$ cat src/rtl/muldiv_seq.sv
// Iterative RV32M multiply/divide sequencer for the EX stage: 32-step shift-add
// multiply and restoring divide, with a stall request held until the result lands.
module muldiv_seq #(
  parameter int unsigned WIDTH = 32
) (
  input  logic             clk,
  input  logic             rstn,
  input  logic             start,
  input  logic [2:0]       funct3,
  input  logic [WIDTH-1:0] op_a,
  input  logic [WIDTH-1:0] op_b,
  input  logic             flush,
  output logic             stall_req,
  output logic             done,
  output logic [WIDTH-1:0] result
);

  localparam logic [1:0] StIdle = 2'd0;
  localparam logic [1:0] StCalc = 2'd1;
  localparam logic [1:0] StFix  = 2'd2;
  localparam logic [1:0] StDone = 2'd3;

  localparam logic [WIDTH-1:0] MinNeg  = {1'b1, {(WIDTH-1){1'b0}}};
  localparam logic [WIDTH-1:0] AllOnes = {WIDTH{1'b1}};
  localparam logic [5:0]       LastCnt = 6'(WIDTH - 1);

  logic [1:0]         state_q, state_d;
  logic [5:0]         cnt_q, cnt_d;
  logic [2:0]         f3_q, f3_d;
  logic [WIDTH-1:0]   b_q, b_d;
  logic [2*WIDTH-1:0] acc_q, acc_d;
  logic               neg_q, neg_d;
  logic [WIDTH-1:0]   result_q, result_d;

  // Launch-time decode of the incoming operation.
  logic             in_div, in_rem;
  logic             signed_a, signed_b;
  logic             sign_a, sign_b;
  logic [WIDTH-1:0] mag_a, mag_b;
  logic             neg_launch;
  logic             div_zero, div_ovf;
  logic [WIDTH-1:0] special_res;

  always_comb begin
    in_div   = funct3[2];
    in_rem   = funct3[2] & funct3[1];
    // MULH, MULHSU, DIV, REM treat op_a as signed; MULH, DIV, REM treat op_b as signed.
    signed_a = (funct3 == 3'b001) | (funct3 == 3'b010) | (funct3 == 3'b100) |
               (funct3 == 3'b110);
    signed_b = (funct3 == 3'b001) | (funct3 == 3'b100) | (funct3 == 3'b110);
    sign_a   = signed_a & op_a[WIDTH-1];
    sign_b   = signed_b & op_b[WIDTH-1];
    mag_a    = sign_a ? (~op_a + 1'b1) : op_a;
    mag_b    = sign_b ? (~op_b + 1'b1) : op_b;
    neg_launch = in_rem ? sign_a : (sign_a ^ sign_b);

    div_zero = in_div & (op_b == '0);
    div_ovf  = in_div & ~funct3[0] & (op_a == MinNeg) & (op_b == AllOnes);
    if (div_zero) begin
      special_res = in_rem ? op_a : AllOnes;
    end else begin
      special_res = in_rem ? '0 : MinNeg;
    end
  end

  // One iteration of each datapath.
  logic             is_div_q;
  logic [WIDTH:0]   mul_sum;
  logic [2*WIDTH-1:0] mul_next;
  logic [WIDTH:0]   div_shift;
  logic [WIDTH:0]   div_trial;
  logic             div_qbit;
  logic [WIDTH-1:0] div_rem;
  logic [2*WIDTH-1:0] div_next;

  always_comb begin
    is_div_q = f3_q[2];

    mul_sum  = {1'b0, acc_q[2*WIDTH-1:WIDTH]} + (acc_q[0] ? {1'b0, b_q} : '0);
    mul_next = {mul_sum, acc_q[WIDTH-1:1]};

    // The shifted partial remainder needs one extra bit before the trial subtract.
    div_shift = {acc_q[2*WIDTH-1:WIDTH], acc_q[WIDTH-1]};
    div_trial = div_shift - {1'b0, b_q};
    div_qbit  = ~div_trial[WIDTH];
    div_rem   = div_qbit ? div_trial[WIDTH-1:0] : div_shift[WIDTH-1:0];
    div_next  = {div_rem, acc_q[WIDTH-2:0], div_qbit};
  end

  // Sign fix-up and result selection.
  logic [2*WIDTH-1:0] prod_fix;
  logic [WIDTH-1:0]   quot_fix, rem_fix;
  logic [WIDTH-1:0]   fix_res;

  always_comb begin
    prod_fix = neg_q ? (~acc_q + 1'b1) : acc_q;
    quot_fix = neg_q ? (~acc_q[WIDTH-1:0] + 1'b1) : acc_q[WIDTH-1:0];
    rem_fix  = neg_q ? (~acc_q[2*WIDTH-1:WIDTH] + 1'b1) : acc_q[2*WIDTH-1:WIDTH];
    unique case (f3_q)
      3'b000:                 fix_res = prod_fix[WIDTH-1:0];
      3'b001, 3'b010, 3'b011: fix_res = prod_fix[2*WIDTH-1:WIDTH];
      3'b100, 3'b101:         fix_res = quot_fix;
      default:                fix_res = rem_fix;
    endcase
  end

  always_comb begin
    state_d  = state_q;
    cnt_d    = cnt_q;
    f3_d     = f3_q;
    b_d      = b_q;
    acc_d    = acc_q;
    neg_d    = neg_q;
    result_d = result_q;

    case (state_q)
      StIdle: begin
        if (start && !flush) begin
          f3_d  = funct3;
          neg_d = neg_launch;
          cnt_d = '0;
          if (div_zero || div_ovf) begin
            result_d = special_res;
            state_d  = StDone;
          end else begin
            acc_d   = {{WIDTH{1'b0}}, mag_a};
            b_d     = mag_b;
            state_d = StCalc;
          end
        end
      end
      StCalc: begin
        acc_d = is_div_q ? div_next : mul_next;
        cnt_d = cnt_q + 6'd1;
        if (cnt_q == LastCnt) begin
          cnt_d   = '0;
          state_d = StFix;
        end
      end
      StFix: begin
        result_d = fix_res;
        state_d  = StDone;
      end
      default: begin
        state_d = StIdle;
      end
    endcase

    // A killed instruction abandons its work and leaves the old result in place.
    if (flush && (state_q != StIdle)) begin
      state_d  = StIdle;
      cnt_d    = '0;
      result_d = result_q;
    end
  end

  always_ff @(posedge clk or negedge rstn) begin
    if (!rstn) begin
      state_q  <= StIdle;
      cnt_q    <= '0;
      f3_q     <= '0;
      b_q      <= '0;
      acc_q    <= '0;
      neg_q    <= 1'b0;
      result_q <= '0;
    end else begin
      state_q  <= state_d;
      cnt_q    <= cnt_d;
      f3_q     <= f3_d;
      b_q      <= b_d;
      acc_q    <= acc_d;
      neg_q    <= neg_d;
      result_q <= result_d;
    end
  end

  assign stall_req = ((state_q == StIdle) & start & ~flush) | (state_q == StCalc) |
                     (state_q == StFix);
  assign done      = (state_q == StDone);
  assign result    = result_q;

endmodule

$ cat config.mk
export PLATFORM = sky130hd
export DESIGN_NAME = muldiv_seq
export DESIGN_NICKNAME = d
export VERILOG_FILES = /design/src/rtl/muldiv_seq.sv
export SDC_FILE = /design/constraint.sdc
export NUM_CORES = 1
export LEC_CHECK = 0
export BUFFER_PORTS_ARGS = -buffer_cell sky130_fd_sc_hd__clkbuf_2
export CAP_MARGIN = 20
export CORE_AREA = 2 2 190 192
export DETAILED_ROUTE_END_ITERATION = 16
export DIE_AREA = 0 0 192 194
export HOLD_SLACK_MARGIN = 0.02
export PLACE_DENSITY_LB_ADDON = 0.08
export SYNTH_ARGS = -nofsm -noshare
export SYNTH_HDL_FRONTEND = slang
export SYNTH_SLANG_ARGS = --single-unit
export TNS_END_PERCENT = 10
$ cat constraint.sdc
create_clock -name clk -period 3.8 [get_ports clk]
set_input_delay 0 -clock clk [delete_from_list [all_inputs] [get_ports clk]]
set_output_delay 0 -clock clk [all_outputs]
set_load 0.05 [all_outputs]
# Word-level counts from Yosys, hierarchy flattened
# Index checks and enable logic that the tools add are counted.
[op_classes]
add_sub_neg = 8
n_eq_ne = 20
muxes = 28
n_bitwise = 27
n_reduce_logical = 19
[ops]
columns = ["cell", "count"]
rows = [
  ["two-way mux 32 bit", 11],
  ["two-way mux 64 bit", 4],
  ["adder 32 x 1 -> 32 bit, second input constant", 4],
  ["NOT 32 bit", 4],
  ["case mux 64 bit (2 select lines)", 1],
  ["case mux 32 bit (3 select lines)", 1],
  ["adder 64 x 1 -> 64 bit, second input constant", 1],
  ["== test 32 bit, second input constant", 2],
  ["NOT 64 bit", 1],
  ["case mux 32 bit (2 select lines)", 1],
  ["adder 32 x 32 -> 33 bit", 1],
  ["subtractor 33 x 32 -> 33 bit", 1],
  ["zero test 32 bit", 1],
  ["two-way mux 6 bit", 3],
  ["== test 3 bit, second input constant", 4],
  ["case mux 6 bit (2 select lines)", 1],
  ["AND 1 bit", 9],
  ["== test 3 x 2 -> 1 bit, second input constant", 3],
  ["two-way mux 2 bit", 4],
  ["bitwise OR 1 bit", 7],
  ["adder 6 x 1 -> 6 bit, second input constant", 1],
  ["== test 3 x 1 -> 1 bit, second input constant", 2],
  ["== test 6 x 5 -> 1 bit, second input constant", 1],
  ["inequality test 2 bit, second input constant", 3],
  ["other kinds (19)", 31],
]
[totals]
regBits = 140
inputBits = 71
out_inout_bits = 34
wordCells = 109

# Longest topological paths before layout
# Gate-level depths: netlist of run 1.
[logic_depth]
ltp_word = 9
mapped_depth = 15

# Worst setup path before layout of run 1
# OpenSTA, ideal clock, no wires.
[synth_timing]
kind = "register to register"
start = "register acc_q[31]"
end = "register acc_q[63]"
arrival_ns = 3.293
required_time_ns = 3.676
slack_ns = 0.383
path_stages_with_launch = 15
path_buffers = 1
path_cell_list = "dfrtp_1 inv_1 ha_1 fa_1 nor2b_1 o2111ai_1 and3_1 nor4_1 o21ai_0 a22oi_1 a221oi_1 xnor2_2 clkbuf_1 o22ai_1 a211o_1"
[synth_via]
elab_chain_len = 4
[synth_lines]
columns = ["element", "line", "rtl"]
rows = [
  ["start: declaration", "31", "logic [2*WIDTH-1:0] acc_q, acc_d;"],
  ["start signal: assignment", "163", "acc_q <= '0;"],
  ["start signal: assignment", "171", "acc_q <= acc_d;"],
  ["subtractor 33 x 32 -> 33 bit", "84", "div_trial = div_shift - {1'b0, b_q};"],
  ["two-way mux 32 bit", "86", "div_rem = div_qbit ? div_trial[WIDTH-1:0] : div_shift[WIDTH-1:0];"],
  ["two-way mux 64 bit", "133", "acc_d = is_div_q ? div_next : mul_next;"],
  ["case mux 64 bit (2 select lines)", "116", "case (state_q)"],
]
# No other way between the ends.
# A chain may end at the register's enable or synchronous reset.

# Worst setup path after layout of run 1
[layout_timing]
start = "register acc_q[0]"
end = "register acc_q[55]"
[layout_via]
elab_chain_len = 4
[layout_lines]
columns = ["element", "line", "rtl"]
rows = [
  ["two-way mux 32 bit", "79", "mul_sum = {1'b0, acc_q[2*WIDTH-1:WIDTH]} + (acc_q[0] ? {1'b0, b_q} : '0);"],
  ["adder 32 x 32 -> 33 bit", "79", ""],
  ["two-way mux 64 bit", "133", ""],
  ["case mux 64 bit (2 select lines)", "116", ""],
]
# No other way between the ends.

==> results of run 1 <==
[routing by layer]
layer  share of wire  up-vias  GRT usage
li1                -     7022          -
met1            0.49     6999      0.448
met2            0.41      559      0.417
met3           0.078       73     0.0626
met4           0.022        2     0.0862
met5         0.00016        -          0
[cell usage in the layout (no fill, tap or decap), types with 12 or more instances in the layout]
cell	instances
a211oi_1	14
or4_1	17
nor3_1	41
a21o_1	25
o21bai_1	12
xnor2_1	91
o22ai_1	13
nor4_1	14
dlygate4sd3_1	57
nand2b_1	20
a22oi_1	27
nand4_1	27
o41ai_1	14
o221ai_1	17
mux2i_1	59
clkbuf_2	103
nand3_1	23
a31oi_1	30
a21oi_1	133
buf_4	78
o21ai_0	221
inv_1	68
nand2_1	205
xor2_1	78
or3_1	19
dfrtp_1	136
ha_1	73
nor2_1	169
clkbuf_16	17
o31ai_1	34
[layout make-up]
type | count | area, um^2 | area share
Multi-Input combinational cell | 1524 | 9780 | 0.592
Sequential cell | 140 | 3510 | 0.213
Timing Repair Buffer | 245 | 1780 | 0.108
Tap cell | 461 | 577 | 0.0350
Clock buffer | 18 | 439 | 0.0266
Inverter | 70 | 263 | 0.0159
Clock inverter | 14 | 155 | 0.00940
[worst register-to-register path: cells and delay by family (launching register included)]
kind            cells  cell delay [ps]
fa+ha+maj           2              590
buf+inv             1               70
compound gates      9             2190
flops               1              400
simple gates        2              330
[state kept, by name (all words and copies together) (netlist names)]
register and count:
f3_q 3, state_q 2, b_q 32, result 32
cnt_q 6, acc_q 64, neg_q 1
[through the flow]
| stage | cells | util | area, um^2 | hold slack [ps] | TNS, ps |
|---|---|---|---|---|---|
| floorplan | 1855 | - | 14000 | -296 | 0 |
| global placement | 2382 | 0.434 | 15300 | 143 | 0 |
| detailed placement | 2382 | 0.434 | 15300 | 143 | -28.7 |
| CTS | 2471 | 0.467 | 16500 | 36.8 | 0 |
| global route | 2472 | 0.468 | 16500 | 91.1 | -17.9 |
| finish | 2472 | 0.468 | 16500 | 59.7 | 0 |
[final timing paths]
kind | from | depth (start not counted) | slack (ps) | endpoint
min in group asynchronous | rstn | 2 | 150 | acc_q[41]
hold / removal | op_a[20] | 4 | 60 | acc_q[20]
setup reg to reg | acc_q[0] | 14 | 110 | acc_q[55]
setup / recovery | acc_q[0] | 14 | 110 | acc_q[55]
max in group asynchronous | rstn | 3 | 2640 | acc_q[50]
hold reg to reg | result[30] | 2 | 470 | result[30]
[what timing repair did]
item | in CTS | in global routing
pin swaps | 0 | 1
gates resized for setup | 1 | 9
setup endpoints to repair | 1 | 33
hold endpoints to repair | 139 | 0
hold buffers | 57 | 0
[cell families after synthesis]
logic type / after synthesis / synth area share
adders and majority gates: 76 / 0.0691
and+or+nand+nor: 593 / 0.198
muxes: 65 / 0.0471
AOI/OAI and AO/OA: 620 / 0.275
DFF: 140 / 0.251
xor gates and xnor gates: 170 / 0.107
buffers and inverters: 191 / 0.0530
[power groups by stage]
stage / clock network (mW) / registers [mW] / logic (mW)
after floorplan: 0 / 3.07 / 6.90
after global placement: 0 / 2.82 / 10.4
after detailed placement: 0 / 2.83 / 10.3
after CTS: 1.81 / 2.81 / 10.5
after global routing: 1.87 / 2.92 / 11.6
final: 1.78 / 2.83 / 10.7
==> impl_metrics.tcl, run 1 <==
set metrics [dict create \
    synth_enable_flop_cells 0 \
    timing_worst_setup_path_type "reg2reg" \
    synth_nets 2002 \
    synthTopCellsByCount "o21ai_0 (222), nand2_1 (205), nor2_1 (170)" \
    grt.total_usage 0.296 \
    yosysWarnings 0 \
    synth.avg_cell_area_um2 7.53 \
    swShare 0.544 \
    synth-seq-cells 140 \
    clockBufferDepth 2 \
    firstDrtPassIters 6 \
    synthesis.area_mm2 0.0140 \
    start_kind "register" \
    synth.most_common_cell "o21ai_0" \
    cts.clk_slew.worst_paths_ps 80 \
    ys_types 78 \
    pwr-share-comb 0.698 \
    clock_sinks 140 \
    fin_nets 2145 \
    dieArea_mm2 0.0372 \
    p_leak_nw 7.24 \
    fmax_mhz 271 \
    slew_violations 0 \
    antenna_found_initial 1 \
    status "completed" \
    num_rows 69 \
    yosysTopAreaCellShare 0.251 \
    peakVddDrop_mv 0.762 \
    routabilityCongestion 0.955 \
    post_drt_wl_per_cell_um 22.2 \
    post_cts_buffers 0 \
    setup_viol 0 \
    synthArstFlopShare 1.00 \
    crit_path_cell_trace "and2_1, ha_1, inv_1, fa_1, nand2b_1, a21oi_1, o21ai_0, a31o_2, o41a_1, o21ai_0, a21oi_1, a31oi_1, a31oi_1, a221o_1" \
    start_util 0.397 \
    worst_slew_pin_slew_ps 943 \
    grt_pass1_wl_mm 83.6 \
    syn_to_final_growth_pct 18.1 \
    cp.required_ps 4160 \
    worst_path_max_delay_cell "dfrtp_1" \
    grt_pass1_vias 13867 \
    rsz0062_at_grt "yes" \
    max_stage_delay_ps 400 \
    fin_crit_sh 0.971 \
    pwr-share-clk 0.117 \
    finalHoldViolCount 0 \
    vias 14655 \
    power_mw 15.3 \
    fp.dieW_um 192 \
    grt_overflow 0 \
    cts_buffers 17 \
    p_sw_mw 8.32 \
    hold_class "in2reg" \
    fp.dieH_um 194 \
    cts.htree.levels 4 \
    p_seq_frac 0.185 \
    antenna_left 0 \
    grt_max_degree 80 \
    cp-end-kind "register" \
    diodes 0 \
    vias_per_cell 5.93 \
    drc 0 \
    drv_cap 0 \
    drive_gt1_frac 0.130 \
    synth_top_area_cell "dfrtp_1" \
    slew_headroom 0.363 \
    synth_top_flop_cell "dfrtp_1" \
    clk_latency_ps 470 \
    place_hpwl_mm 41.6 \
    place_ws_ps -28.7 \
    io_buffers 104 \
    io_pins 105 \
    core_mm2 0.0352 \
    power.internal_mw 6.98 \
    cp.arrival_ps 4050 \
    seq_area_frac_synth 0.251 \
    finClkSkew_ps 17.0 \
    p_per_area_mw_per_mm2 927 \
    crit_family "compound AO/OA/AOI/OAI gates" \
    path_max_fanout 4 \
    root_buffer "clkbuf_16" \
    drt_iter0_drc 1191 \
    synth_area_leaders "dfrtp_1 (25%), o21ai_0 (8.0%), ha_1 (6.6%)" \
    setup_ws_ps 110 \
    drt_wl_total_mm 54.8 \
    fill_cells 3599 \
    netlist_instances 1855 \
    cts_tree "done" \
    min_period_ps 3690 \
    critPathBufInv 1 \
]
(Power assumes the default switching activity.)
==> run 2: changes to the inputs <==
==> constraint.sdc (replaced) <==
create_clock -name clk -period 3.3 [get_ports clk]
set_input_delay 0 -clock clk [delete_from_list [all_inputs] [get_ports clk]]
set_output_delay 0 -clock clk [all_outputs]
set_load 0.005 [all_outputs]
==> run 2 against run 1 <==
  * Count of clock-buffer cells in the layout increased by 3
  * Final cell count increased by 7.0%
  * Power increased by 24%
  * Critical path depth decreased by 2
  * Fmax increased by 12%
  * Combinational power increased by 32%
  * Design area increased by 11%
  * Sequential cell count unchanged
  * Sequential power increased by 8.8%
  * Non-clock buffer count increased by 174
  * Largest power group unchanged
==> impl_metrics.tcl, run 2 (synthesis gave the netlist of run 1 again) <==
set metrics [dict create \
    status "completed" \
    drc 0 \
    grt_pass1_wl_mm 86.1 \
    met2_length_mm 23.9 \
    num_rows 69 \
    power_mw 19.0 \
    fill_cells 3458 \
    clock_sinks 140 \
    fin_crit_sh 0.998 \
    max_stage_delay_ps 540 \
    antenna_found_initial 1 \
    finalHoldViolCount 0 \
    cts_buffers 17 \
    layout_common_cells "buf_4 (248), nand2_1 (205), o21ai_0 (202)" \
    setup_viol 0 \
    start_util 0.397 \
    drt_wl_total_mm 56.0 \
    largest_reg_flops 64 \
    r2r_start "acc_q[49]" \
    place_ws_ps -348 \
    io_buffers 104 \
    worstHoldStart "op_b[1]" \
    grt_overflow 0 \
    grt_pass1_vias 14651 \
    peakVddDrop_mv 0.601 \
    wl_met3_mm 4.99 \
    timing_worst_setup_path_type "reg2reg" \
    finClkSkew_ps 13.5 \
    drive_gt1_frac 0.233 \
    placed_cells 2544 \
    layoutNonFillerInstCount 2645 \
    antenna_left 0 \
    grt_max_degree 89 \
    path_max_fanout 5 \
    drv_cap 0 \
    crit_family "simple AND/OR/NAND/NOR gates" \
    cp.required_ps 3610 \
    highest_layer "met5" \
    p_per_area_mw_per_mm2 1040 \
    cp.arrival_ps 3610 \
    timing.hold.ws_ps 42.8 \
    syn_to_final_growth_pct 30.8 \
    final_core_util 0.519 \
    hold_class "in2reg" \
    cts.htree.levels 4 \
    worst_path_max_delay_cell "or4_4" \
    cts_tree "done" \
    fp.dieH_um 194 \
    drt_iter0_drc 1430 \
    crit_path_cell_trace "buf_12, or4_4, or4_1, or2_2, inv_1, and4_1, a21oi_1, o22ai_1, o22ai_1, a21oi_1, buf_4, o21ai_0" \
    tns_ps 0 \
    fin_nets 2319 \
    post_drt_wl_per_cell_um 21.2 \
    r2r_slack_ps 7 \
    diodes 0 \
    routabilityCongestion 0.985 \
    core_mm2 0.0352 \
    largest_register "acc_q" \
    reg2reg_to "result[28]" \
    slew_headroom 0.378 \
    p_leak_nw 8.21 \
    clockBufferDepth 2 \
    fmax_mhz 304 \
    vias 15351 \
    fp.dieW_um 192 \
    start_kind "register" \
    firstDrtPassIters 5 \
    cp-end-kind "register" \
    final_common_cell "buf_4" \
    r2r_cells 12 \
    setup_ws_ps 6.63 \
    clk_latency_ps 450 \
    whs_endpoint "b_q[3]" \
    worst_slew_pin_slew_ps 933 \
    vias_per_cell 5.80 \
    wl_met1_mm 25.8 \
    io_pins 105 \
    cts.clk_slew.worst_paths_ps 60 \
    grt.total_usage 0.301 \
    fin_area_mm2 0.0183 \
    slew_violations 0 \
    dieArea_mm2 0.0372 \
    root_buffer "clkbuf_16" \
    min_period_ps 3290 \
    postPlaceCellArea_mm2 0.0166 \
    place_hpwl_mm 43.3 \
    critPathBufInv 3 \
    rsz0062_at_grt "yes" \
    hold_depth 5 \
]
[run 2: what timing repair did]
item | CTS | global route
buffers inserted | 2 | 18
hold endpoints to repair | 139 | 0
hold buffers | 47 | 0
pin swaps | 6 | 36
resized for setup | 31 | 85
setup endpoints to repair | 39 | 51
gates cloned | 1 | 2
[run 2: routing by layer]
| metal | vias up | global-route usage |
|---|---|---|
| li1 | 7355 | - |
| met1 | 7286 | 0.441 |
| met2 | 638 | 0.442 |
| met3 | 70 | 0.0673 |
| met4 | 2 | 0.0820 |
| met5 | - | 0 |
[run 2: cell type report]
class	count	area, um^2	area share
clock buffer	21	440	0.0241
clock inverter	10	96.3	0.00527
inverter	70	265	0.0145
multi-input combinational	1524	10200	0.556
sequential	140	3510	0.192
tap	461	577	0.0316
timing repair buffer	419	3220	0.176
[run 2: power by group]
group	internal, mW	switching (mW)	total (mW)
Combinational	6.01	8.04	14.1
Clock	1.03	0.821	1.85
Sequential	2.43	0.647	3.08
[run 2: worst max path at each step]
stage | startpoint | slack [ps] | cells after the start | endpoint
final | acc_q[49] | 7 | 12 | result[28]
after global routing | acc_q[49] | -80 | 11 | result[25]
after CTS | b_q[12] | -30 | 13 | acc_q[55]
after detailed placement | b_q[0] | -350 | 14 | acc_q[48]
after global placement | acc_q[0] | -320 | 13 | acc_q[63]
after floorplan | acc_q[31] | 10 | 13 | acc_q[55]
[run 2: worst reg2reg max path: stages, from the launching register on]
cell	delay, ps
dfrtp_2	460
buf_12	160
or4_4	540
or4_1	430
or2_2	360
inv_1	80
and4_1	250
a21oi_1	90
o22ai_1	230
o22ai_1	130
a21oi_1	200
buf_4	150
o21ai_0	80
==> run 3: changes to the inputs <==
--- a/config.mk
+++ b/config.mk
@@ -7,6 +7,8 @@
 export LEC_CHECK = 0
 export BUFFER_PORTS_ARGS = -buffer_cell sky130_fd_sc_hd__clkbuf_2
 export CAP_MARGIN = 20
+export CELL_PAD_IN_SITES_DETAIL_PLACEMENT = 1
+export CELL_PAD_IN_SITES_GLOBAL_PLACEMENT = 1
 export CORE_AREA = 2 2 190 192
 export DETAILED_ROUTE_END_ITERATION = 16
 export DIE_AREA = 0 0 192 194
==> run 3 against run 2 <==
  * The run now ends with setup timing left
  * Clock skew is 1.3 ps higher
  * Worst hold slack gained 6.7 ps
  * First-iteration DRC count down 29%
  * Fmax fell by 2.4%
  * Combinational power up 4%
  * Clock power up 6%
  * Die area unchanged
  * Global-route usage is 3.7 points higher
  * Design area rose by 0.23%
  * Critical path type unchanged
  * Critical endpoint is now acc_q[55]
  * Largest cell class unchanged
  * Largest power group unchanged
==> impl_metrics.tcl, run 3 (synthesis gave the netlist of run 1 again) <==
set metrics [dict create \
    status "finished, violations left" \
    violations "setup timing" \
    largest_reg_flops 64 \
    drive_gt1_frac 0.233 \
    syn_to_final_growth_pct 31.1 \
    swShare 0.511 \
    path_max_fanout 4 \
    layout_common_cells "buf_4 (253), nand2_1 (205), o21ai_0 (201)" \
    grt_max_degree 65 \
    clk_latency_ps 460 \
    num_rows 69 \
    timing_worst_setup_path_type "reg2reg" \
    slew_headroom 0.309 \
    finClkSkew_ps 14.8 \
    grt_overflow 0 \
    start_kind "register" \
    place_hpwl_mm 48.5 \
    p_sw_mw 10.1 \
    core_mm2 0.0352 \
    root_buffer "clkbuf_16" \
    drt_iter0_drc 1022 \
    p_per_area_mw_per_mm2 1080 \
    diodes 0 \
    fp.dieH_um 194 \
    cts.clk_slew.worst_paths_ps 70 \
    final_common_cell "buf_4" \
    cts.htree.levels 4 \
    vias 15861 \
    worstHoldStart "start" \
    crit_path_start "b_q[0]" \
    fin_nets 2322 \
    clock_sinks 140 \
    min_period_ps 3370 \
    grt_pass1_wl_mm 96.0 \
    cts_tree "done" \
    drt_wl_total_mm 62.5 \
    p_seq_frac 0.156 \
    setup_ws_ps -73.7 \
    routabilityCongestion 0.955 \
    setup_viol 8 \
    peakVddDrop_mv 0.572 \
    dieArea_mm2 0.0372 \
    start_util 0.397 \
    hold_class "in2reg" \
    slew_violations 0 \
    drc 0 \
    antenna_left 0 \
    fill_cells 4331 \
    antenna_found_initial 2 \
    cp.required_ps 3640 \
    cts_buffers 17 \
    fin_crit_sh 1.02 \
    grt.total_usage 0.338 \
    fp.dieW_um 192 \
    drv_cap 0 \
    worst_slew_pin_slew_ps 1020 \
    p_leak_nw 8.21 \
    tns_ps -262 \
    firstDrtPassIters 5 \
    largest_register "acc_q" \
    multi_input_comb_area_mm2 0.0102 \
    cp-end-kind "register" \
    io_buffers 104 \
    post_drt_wl_per_cell_um 23.6 \
    clockBufferDepth 2 \
    place_ws_ps -442 \
    cp.arrival_ps 3710 \
    r2r_start "b_q[0]" \
    pwr-share-clk 0.100 \
    vias_per_cell 5.99 \
    pwr-share-comb 0.744 \
    grt_pass1_vias 15902 \
    layout.area.seq_mm2 0.00351 \
    power.internal_mw 9.64 \
    fmax_mhz 296 \
    finalHoldViolCount 0 \
    rsz0062_at_grt "yes" \
    io_pins 105 \
]
[run 3: cell count changes in the layout (fill, tap and decap cells not counted), sizes merged]
cell / before / now
clkbuf: 126 / 121
buf: 267 / 270
clkinv: 5 / 8
dlygate4sd3: 47 / 49
inv: 70 / 72
clkinvlp: 4 / 3
[run 3: repair_timing]
action                                 4_1_cts  5_1_grt
cloned                                       1        0
endpoints found under the hold margin      105        0
pin swaps                                   11       31
buffers inserted                             3       11
hold buffers                                49        0
setup endpoints to repair                   37       68
gates resized for setup                     51       62
[run 3: path summary, 6_finish.rpt]
check | end | cells after the start | slack, ps
max reg2reg | acc_q[55] | 13 | -70
min reg2reg | result[28] | 2 | 480
min | state_q[1] | 5 | 50
max | acc_q[55] | 13 | -70
max in group asynchronous | acc_q[5] | 3 | 2210
min in group asynchronous | b_q[11] | 2 | 120
[run 3: routing by layer]
metal  share of wire  global-route usage
met5         0.00032                   0
met1            0.46               0.477
met3           0.081              0.0963
met2            0.44               0.506
met4           0.021              0.0828
[run 3: cell type report]
class / count / area share
flip-flops and latches: 140 / 0.192
well taps: 461 / 0.0315
inverters: 70 / 0.0144
clock inverters: 14 / 0.00745
multi-input cells: 1524 / 0.557
repair buffers: 422 / 0.174
clock buffers: 18 / 0.0240
[run 3: stage by stage]
| step | instances | hold slack (ps) | utilization | area [um^2] | power (mW) |
|---|---|---|---|---|---|
| 2_1_floorplan | 1855 | -296 | - | 14000 | 10.9 |
| 3_3_place_gp | 2552 | 44.8 | 0.472 | 16600 | 16.3 |
| 3_5_place_dp | 2553 | 27.0 | 0.473 | 16700 | 16.6 |
| 4_1_cts | 2638 | 20.7 | 0.510 | 18000 | 19.0 |
| 5_1_grt | 2649 | 62.8 | 0.520 | 18300 | 21.1 |
| 6_report | 2649 | 49.5 | 0.520 | 18300 | 19.7 |
[run 3: worst max-delay path, cell delays in order (launching register included)]
cell and delay [ps]:
dfrtp_1 430, ha_4 190, fa_2 360, nor2b_4 150, o2111ai_2 160, and3_4 220, nor4_4 180, o21ai_2 110
a22oi_2 320, a221oi_4 150, xnor2_4 260, buf_6 140, mux2_4 300, a221o_1 290
[run 3: power groups by stage]
stage / combinational, mW / clock [mW] / sequential (mW)
6_report: 14.7 / 1.96 / 3.07
5_1_grt: 15.9 / 2.05 / 3.17
4_1_cts: 14.0 / 2.00 / 3.04
3_5_place_dp: 13.6 / 0 / 3.06
3_3_place_gp: 13.3 / 0 / 3.03
2_1_floorplan: 7.93 / 0 / 2.95
